==> config.mk <==
export PLATFORM = sky130hd
export DESIGN_NAME = program_sequencer_flat
export DESIGN_NICKNAME = d
export VERILOG_FILES = /design/src/rtl/program_sequencer_pkg.sv /design/src/rtl/program_sequencer_if.sv /design/src/rtl/program_sequencer_stack.sv /design/src/rtl/program_sequencer.sv /design/src/flat_wrapper.sv
export SDC_FILE = /design/constraint.sdc
export NUM_CORES = 1
export LEC_CHECK = 0
export CORE_ASPECT_RATIO = 0.6
export CORE_MARGIN = 8
export CORE_UTILIZATION = 39
export CTS_BUF_LIST = sky130_fd_sc_hd__clkbuf_8
export DETAILED_ROUTE_END_ITERATION = 12
export SETUP_SLACK_MARGIN = 0.4
export SLEW_MARGIN = 0
export SYNTH_ARGS = -nofsm -noshare
export SYNTH_HDL_FRONTEND = slang
export SYNTH_SLANG_ARGS = --single-unit
==> constraint.sdc <==
create_clock -name clk -period 4.48 [get_ports clk]
set_input_delay 0.448 -clock clk [delete_from_list [all_inputs] [get_ports clk]]
set_output_delay 0.448 -clock clk [all_outputs]
set_load 0.01 [all_outputs]
==> src/rtl/program_sequencer_pkg.sv <==
// Shared definitions for the program sequencer: operation select and defaults.
package program_sequencer_pkg;

   localparam int DEF_PC_WIDTH     = 16;
   localparam int DEF_OFF_WIDTH    = 8;
   localparam int DEF_STACK_DEPTH  = 8;
   localparam int DEF_RESET_VECTOR = 0;

   typedef enum logic [2:0] {
      OP_HOLD = 3'd0,
      OP_INC  = 3'd1,
      OP_JUMP = 3'd2,
      OP_CALL = 3'd3,
      OP_RET  = 3'd4
   } op_e;

   // Fixed-priority request decode: Ret > Call > Jump > Increment > hold.
   // Stall sits above all of these and is applied by the caller.
   function automatic op_e decode_op(input logic ret, input logic call,
                                     input logic jump, input logic inc);
      if (ret)       return OP_RET;
      else if (call) return OP_CALL;
      else if (jump) return OP_JUMP;
      else if (inc)  return OP_INC;
      else           return OP_HOLD;
   endfunction

endpackage

==> src/rtl/program_sequencer_if.sv <==
// Request/status bundle between a controller (master) and the sequencer (slave).
// i_/o_ prefixes are from the sequencer's point of view.
interface program_sequencer_if
   import program_sequencer_pkg::*;
#(
   parameter int PC_WIDTH    = DEF_PC_WIDTH,
   parameter int OFF_WIDTH   = DEF_OFF_WIDTH,
   parameter int STACK_DEPTH = DEF_STACK_DEPTH
);
   localparam int DEPTH_W = $clog2(STACK_DEPTH) + 1;

   logic                 i_stall;
   logic                 i_inc;
   logic [OFF_WIDTH-1:0] i_offset;
   logic                 i_jump;
   logic [PC_WIDTH-1:0]  i_jump_addr;
   logic                 i_call;
   logic                 i_ret;
   logic                 i_clear_err;

   logic [PC_WIDTH-1:0]  o_pc;
   logic [DEPTH_W-1:0]   o_depth;
   logic                 o_stack_full;
   logic                 o_stack_empty;
   logic                 o_overflow;
   logic                 o_underflow;

   modport master (
      output i_stall, i_inc, i_offset, i_jump, i_jump_addr, i_call, i_ret, i_clear_err,
      input  o_pc, o_depth, o_stack_full, o_stack_empty, o_overflow, o_underflow
   );

   modport slave (
      input  i_stall, i_inc, i_offset, i_jump, i_jump_addr, i_call, i_ret, i_clear_err,
      output o_pc, o_depth, o_stack_full, o_stack_empty, o_overflow, o_underflow
   );

endinterface

==> src/rtl/program_sequencer_stack.sv <==
// LIFO return-address stack. Push and pop are ignored when full / empty
// respectively; the sequencer never asserts both in one cycle.
module return_stack #(
   parameter int DATA_W = 16,
   parameter int DEPTH  = 8
) (
   input  logic                         clk,
   input  logic                         rst,
   input  logic                         i_push,
   input  logic                         i_pop,
   input  logic [DATA_W-1:0]            i_data,
   output logic [DATA_W-1:0]            o_top,
   output logic [$clog2(DEPTH):0]       o_depth,
   output logic                         o_full,
   output logic                         o_empty
);
   localparam int AW      = $clog2(DEPTH);
   localparam int DEPTH_W = AW + 1;

   logic [DATA_W-1:0]  r_mem [DEPTH];
   logic [DEPTH_W-1:0] r_depth;
   logic [AW-1:0]      w_wr_ptr;
   logic [AW-1:0]      w_top_ptr;

   // DEPTH is a power of two, so the low bits of the count address the next
   // free slot, and wrap correctly to DEPTH-1 for the top entry when full.
   assign w_wr_ptr  = r_depth[AW-1:0];
   assign w_top_ptr = w_wr_ptr - AW'(1);

   assign o_top   = r_mem[w_top_ptr];
   assign o_depth = r_depth;
   assign o_full  = (r_depth == DEPTH_W'(DEPTH));
   assign o_empty = (r_depth == '0);

   // Entry storage; contents are never cleared since slots above the count
   // are not observable.
   always_ff @(posedge clk) begin
      if (i_push && !o_full) r_mem[w_wr_ptr] <= i_data;
   end

   // Occupancy count.
   always_ff @(posedge clk or posedge rst) begin
      if (rst)                   r_depth <= '0;
      else if (i_push && !o_full)  r_depth <= r_depth + DEPTH_W'(1);
      else if (i_pop && !o_empty)  r_depth <= r_depth - DEPTH_W'(1);
   end

endmodule

==> src/rtl/program_sequencer.sv <==
// Program counter sequencer: prioritised increment/jump/call/return with a
// return-address stack and sticky overflow/underflow flags.
// OFF_WIDTH must not exceed PC_WIDTH; STACK_DEPTH must be a power of two >= 2.
module program_sequencer
   import program_sequencer_pkg::*;
#(
   parameter int                  PC_WIDTH     = DEF_PC_WIDTH,
   parameter int                  OFF_WIDTH    = DEF_OFF_WIDTH,
   parameter int                  STACK_DEPTH  = DEF_STACK_DEPTH,
   parameter logic [PC_WIDTH-1:0] RESET_VECTOR = PC_WIDTH'(DEF_RESET_VECTOR)
) (
   input  logic              clk,
   input  logic              rst,
   program_sequencer_if.slave bus
);
   localparam int DEPTH_W = $clog2(STACK_DEPTH) + 1;

   op_e                 w_op;
   logic [PC_WIDTH-1:0] r_pc;
   logic [PC_WIDTH-1:0] w_pc_nxt;
   logic [PC_WIDTH-1:0] w_off_sx;
   logic [PC_WIDTH-1:0] w_ret_addr;
   logic [PC_WIDTH-1:0] w_top;
   logic [DEPTH_W-1:0]  w_depth;
   logic                w_full;
   logic                w_empty;
   logic                w_push;
   logic                w_pop;
   logic                w_ovf_set;
   logic                w_unf_set;
   logic                r_ovf;
   logic                r_unf;

   // Stall masks every request, so a stalled cycle decodes as a hold.
   assign w_op       = bus.i_stall ? OP_HOLD
                                   : decode_op(bus.i_ret, bus.i_call, bus.i_jump, bus.i_inc);
   assign w_off_sx   = PC_WIDTH'($signed(bus.i_offset));
   assign w_ret_addr = r_pc + PC_WIDTH'(1);

   return_stack #(
      .DATA_W (PC_WIDTH),
      .DEPTH  (STACK_DEPTH)
   ) u_stack (
      .clk     (clk),
      .rst     (rst),
      .i_push  (w_push),
      .i_pop   (w_pop),
      .i_data  (w_ret_addr),
      .o_top   (w_top),
      .o_depth (w_depth),
      .o_full  (w_full),
      .o_empty (w_empty)
   );

   // Execute the selected operation: next PC, stack strobes, error events.
   always_comb begin
      w_pc_nxt  = r_pc;
      w_push    = 1'b0;
      w_pop     = 1'b0;
      w_ovf_set = 1'b0;
      w_unf_set = 1'b0;
      case (w_op)
         OP_RET: begin
            if (!w_empty) begin
               w_pop    = 1'b1;
               w_pc_nxt = w_top;
            end else begin
               w_unf_set = 1'b1;
            end
         end
         OP_CALL: begin
            if (!w_full) begin
               w_push   = 1'b1;
               w_pc_nxt = bus.i_jump_addr;
            end else begin
               w_ovf_set = 1'b1;
            end
         end
         OP_JUMP: w_pc_nxt = bus.i_jump_addr;
         OP_INC:  w_pc_nxt = r_pc + w_off_sx;
         default: w_pc_nxt = r_pc;
      endcase
   end

   // Program counter register.
   always_ff @(posedge clk or posedge rst) begin
      if (rst) r_pc <= RESET_VECTOR;
      else     r_pc <= w_pc_nxt;
   end

   // Sticky error flags; a new error in the same cycle beats ClearErr, and
   // a stall freezes them (ClearErr included).
   always_ff @(posedge clk or posedge rst) begin
      if (rst) begin
         r_ovf <= 1'b0;
         r_unf <= 1'b0;
      end else if (!bus.i_stall) begin
         r_ovf <= w_ovf_set | (r_ovf & ~bus.i_clear_err);
         r_unf <= w_unf_set | (r_unf & ~bus.i_clear_err);
      end
   end

   assign bus.o_pc          = r_pc;
   assign bus.o_depth       = w_depth;
   assign bus.o_stack_full  = w_full;
   assign bus.o_stack_empty = w_empty;
   assign bus.o_overflow    = r_ovf;
   assign bus.o_underflow   = r_unf;

endmodule

==> src/flat_wrapper.sv <==
// flat-port wrapper written by rule: the top's interface ports become plain ports
module program_sequencer_flat import program_sequencer_pkg::*;
#(
   parameter int                  PC_WIDTH     = DEF_PC_WIDTH,
   parameter int                  OFF_WIDTH    = DEF_OFF_WIDTH,
   parameter int                  STACK_DEPTH  = DEF_STACK_DEPTH,
   parameter logic [PC_WIDTH-1:0] RESET_VECTOR = PC_WIDTH'(DEF_RESET_VECTOR)
)
  (clk, rst, bus_i_stall, bus_i_inc, bus_i_offset, bus_i_jump, bus_i_jump_addr, bus_i_call, bus_i_ret, bus_i_clear_err, bus_o_pc, bus_o_depth, bus_o_stack_full, bus_o_stack_empty, bus_o_overflow, bus_o_underflow);
  program_sequencer_if #(.PC_WIDTH(PC_WIDTH), .OFF_WIDTH(OFF_WIDTH), .STACK_DEPTH(STACK_DEPTH)) bus_i ();
  input  logic clk;
  input  logic rst;
  input wire logic [$bits(bus_i.i_stall)-1:0] bus_i_stall;
  input wire logic [$bits(bus_i.i_inc)-1:0] bus_i_inc;
  input wire logic [$bits(bus_i.i_offset)-1:0] bus_i_offset;
  input wire logic [$bits(bus_i.i_jump)-1:0] bus_i_jump;
  input wire logic [$bits(bus_i.i_jump_addr)-1:0] bus_i_jump_addr;
  input wire logic [$bits(bus_i.i_call)-1:0] bus_i_call;
  input wire logic [$bits(bus_i.i_ret)-1:0] bus_i_ret;
  input wire logic [$bits(bus_i.i_clear_err)-1:0] bus_i_clear_err;
  output wire logic [$bits(bus_i.o_pc)-1:0] bus_o_pc;
  output wire logic [$bits(bus_i.o_depth)-1:0] bus_o_depth;
  output wire logic [$bits(bus_i.o_stack_full)-1:0] bus_o_stack_full;
  output wire logic [$bits(bus_i.o_stack_empty)-1:0] bus_o_stack_empty;
  output wire logic [$bits(bus_i.o_overflow)-1:0] bus_o_overflow;
  output wire logic [$bits(bus_i.o_underflow)-1:0] bus_o_underflow;
  assign bus_i.i_stall = bus_i_stall;
  assign bus_i.i_inc = bus_i_inc;
  assign bus_i.i_offset = bus_i_offset;
  assign bus_i.i_jump = bus_i_jump;
  assign bus_i.i_jump_addr = bus_i_jump_addr;
  assign bus_i.i_call = bus_i_call;
  assign bus_i.i_ret = bus_i_ret;
  assign bus_i.i_clear_err = bus_i_clear_err;
  assign bus_o_pc = bus_i.o_pc;
  assign bus_o_depth = bus_i.o_depth;
  assign bus_o_stack_full = bus_i.o_stack_full;
  assign bus_o_stack_empty = bus_i.o_stack_empty;
  assign bus_o_overflow = bus_i.o_overflow;
  assign bus_o_underflow = bus_i.o_underflow;
  program_sequencer #(.PC_WIDTH(PC_WIDTH), .OFF_WIDTH(OFF_WIDTH), .STACK_DEPTH(STACK_DEPTH), .RESET_VECTOR(RESET_VECTOR)) u_core (.clk(clk), .rst(rst), .bus(bus_i));
endmodule
==> qor.csv <==
metric,value,unit
synth.largest_area_cell,edfxtp_1,
report.final.slew_viol_count,0,
grt_first_pass_wirelength,26000,um
cp_cell_sequence,inv_1 > ha_1 > buf_4 > mux4_2 > nand2_1 > a21oi_1 > a221oi_1 > o21ai_1,
drcViolationCount,0,
vias_per_cell,5.50,
worst_path_max_delay_cell,ha_1,
yosys_warnings,0,
synth-edff-count,128,
syn2layout_area_growth,17.8,%
grt_usage,0.149,
synth_common_cells,"edfxtp_1, nand2_1, mux4_2, a21oi_1, xnor2_1",
htreeDepth,4,
crit_path_max_incr_delay,810,ps
fin_crit_sh,0.676,
placedCellCount,776,
first_global_vias,4495,
hold_path_class,in2async,
layout-drive-gt1-share,0.160,
cp-end-kind,flip-flop,
drt-total-wl,17000,um
max_freq,0.330,GHz
synth-async-reset-ratio,0.147,
dieArea,22700,sq um
worstSetupStartpointType,flip-flop,
hold_viol,0,
critPathArrivalTime,3350,ps
synthSimpleGateAreaFrac,0.0859,
dp_hpwl,11400,um
synth_most_common_cell,edfxtp_1,
fin_skew,18.4,ps
grt_start_max_net_pins,38,
p_leak,0.00287,uW
worstPathRequired,4800,ps
hold_ws,488,ps
clk_latency,450,ps
tightest_slew,1040,ps
die_x,189,um
synth_top_cell_area_share,0.546,
min_period,3030,ps
status,"finished, final reports clean",
ant_nets,0,
p_comb_frac,0.451,
switching_share,0.392,
critical-path-top-delay-family,adder cells,
p_seq_frac,0.370,
cts_root_buffer,clkbuf_8,
setup_viol,0,
routedWlPerCell,21.0,um
hold_buffers,0,
synth_area_leaders,"edfxtp_1, mux4_2, dfrtp_1, nand2_1, ha_1",
dr.pass1.iters,5,
num_rows,38,
synth_area_per_cell,14.4,sq um
synth_compound_area_frac,0.0862,
cts_buffer_depth,2,
muxShareOfSynthArea,0.105,
nets,608,
rsz0062_at_grt,no,
synth-xor-area-share,0.0373,
ys.flop_type,edfxtp_1,
synth_top_family_by_area,multiplexers,
place_congestion,0.867,
portBuffers,55,
final_util,0.464,
floorplan.initialDensity,0.394,
drtIter0Drc,414,
ys_ff_latch,150,
die_h,120,um
synth.yosys.seq_area_share,0.624,
pwr-share-clk,0.180,
ys_types,53,
post_cts_resized,0,
syn_inst,490,
clk_pin_slew,100,ps
core_area,17900,sq um
slew_headroom,0.304,
numCtsBuffers,17,
antennaDiodeCount,0,
setup_tns,0,ps
layout.cells.non_filler,808,
clock-sinks,150,
design_area,8290,sq um
post-cts-setup-buffer-count,0,
max-cap-violations,0,
vias,4448,
synth_area,7040,sq um
peakVddDrop,0.337,mV
antenna_found_initial,0,
io_pins,56,
p_int,3370,uW
grt.overflow.total,0,
switching_power,2180,uW
cp_num_buf_inv,2,
synthAdderAreaFrac,0.0395,
path_class,reg2reg,
p_per_area,669,nW/um^2
cts_tree,yes,
postPlaceCellArea,7910,sq um
path_max_fanout,18,
syn_nets,543,
per-layer routing:
layer	track usage	up-vias	share of wire
met5	0	-	0
met4	0.0233	0	0.0054
met3	0.0385	10	0.068
met2	0.229	148	0.45
met1	0.215	2263	0.47
li1	-	2027	-
layout make-up:
| type | count | area [sq um] |
|---|---|---|
| fill | 1572 | 9580 |
| multi-input combinational | 306 | 2530 |
| clock inverter | 14 | 133 |
| tap | 240 | 300 |
| inverter | 14 | 52.6 |
| clock buffer | 18 | 248 |
| sequential | 150 | 4400 |
| timing repair buffer | 66 | 633 |
layout by cell type (no fill, tap or decap), drive strengths merged, types with 2 or more instances in the layout:
cell / Yosys / final
a211oi: 2 / 2
a21o: 5 / 5
a21oi: 32 / 32
a221o: 2 / 2
a221oi: 11 / 11
a31oi: 4 / 4
a32o: 2 / 2
and2: 2 / 2
and3: 5 / 5
buf: 15 / 11
clkbuf: 5 / 18
clkdlybuf4s50: 0 / 55
clkinv: 0 / 4
dfrtp: 22 / 22
edfxtp: 128 / 128
fa: 2 / 2
ha: 19 / 19
inv: 14 / 24
mux4: 32 / 32
nand2: 68 / 68
nand2b: 3 / 3
nand3: 14 / 14
nand4: 3 / 3
nor2: 20 / 20
nor2b: 2 / 2
nor3: 6 / 6
nor4: 2 / 2
o211ai: 2 / 2
o21a: 2 / 2
o21ai: 22 / 22
xnor2: 23 / 23
xor2: 7 / 7
registers in the layout, indices dropped and copies added (netlist names):
name and flops:
u_core.bus.o_underflow 1, u_core.u_stack.r_mem 128, u_core.u_stack.o_depth 4, u_core.bus.o_pc 16, u_core.bus.o_overflow 1
path summary, 6_finish.rpt:
path	startpoint	endpoint	depth (start not counted)	slack (ps)
max in group asynchronous	rst	u_core.u_stack.o_depth[0]	2	3370
setup / recovery	u_core.u_stack.o_depth[1]	u_core.bus.o_pc[3]	8	1450
hold / removal	rst	u_core.bus.o_overflow	2	490
min in group clk	u_core.bus.o_underflow	u_core.bus.o_underflow	1	520
hold reg to reg	u_core.bus.o_underflow	u_core.bus.o_underflow	1	520
setup reg to reg	u_core.u_stack.o_depth[1]	u_core.bus.o_pc[3]	8	1450
power by group through the flow:
stage	clock network [uW]	registers (uW)	logic, uW
2_1_floorplan	0	2040	1720
3_3_place_gp	0	2080	2460
3_5_place_dp	0	2090	2500
4_1_cts	1020	2060	2520
5_1_grt	1080	2080	2710
6_report	998	2050	2500
per-stage QoR:
stage          worst slack (ps)  power, uW
2_1_floorplan              1090       3760
3_3_place_gp               1390       4530
3_5_place_dp               1340       4590
4_1_cts                    1450       5590
5_1_grt                    1280       5860
6_report                   1450       5550
kinds of logic (layout without fill, tap and decap cells):
family	Yosys count	in the layout
AND/OR/NAND/NOR	131	131
buffers and inverters	34	112
AO/OA/AOI/OAI	90	90
flip-flops	150	150
adder cells (fa/ha/maj)	21	21
multiplexers	34	34
XOR/XNOR	30	30
Power figures use the tool's default switching activity.
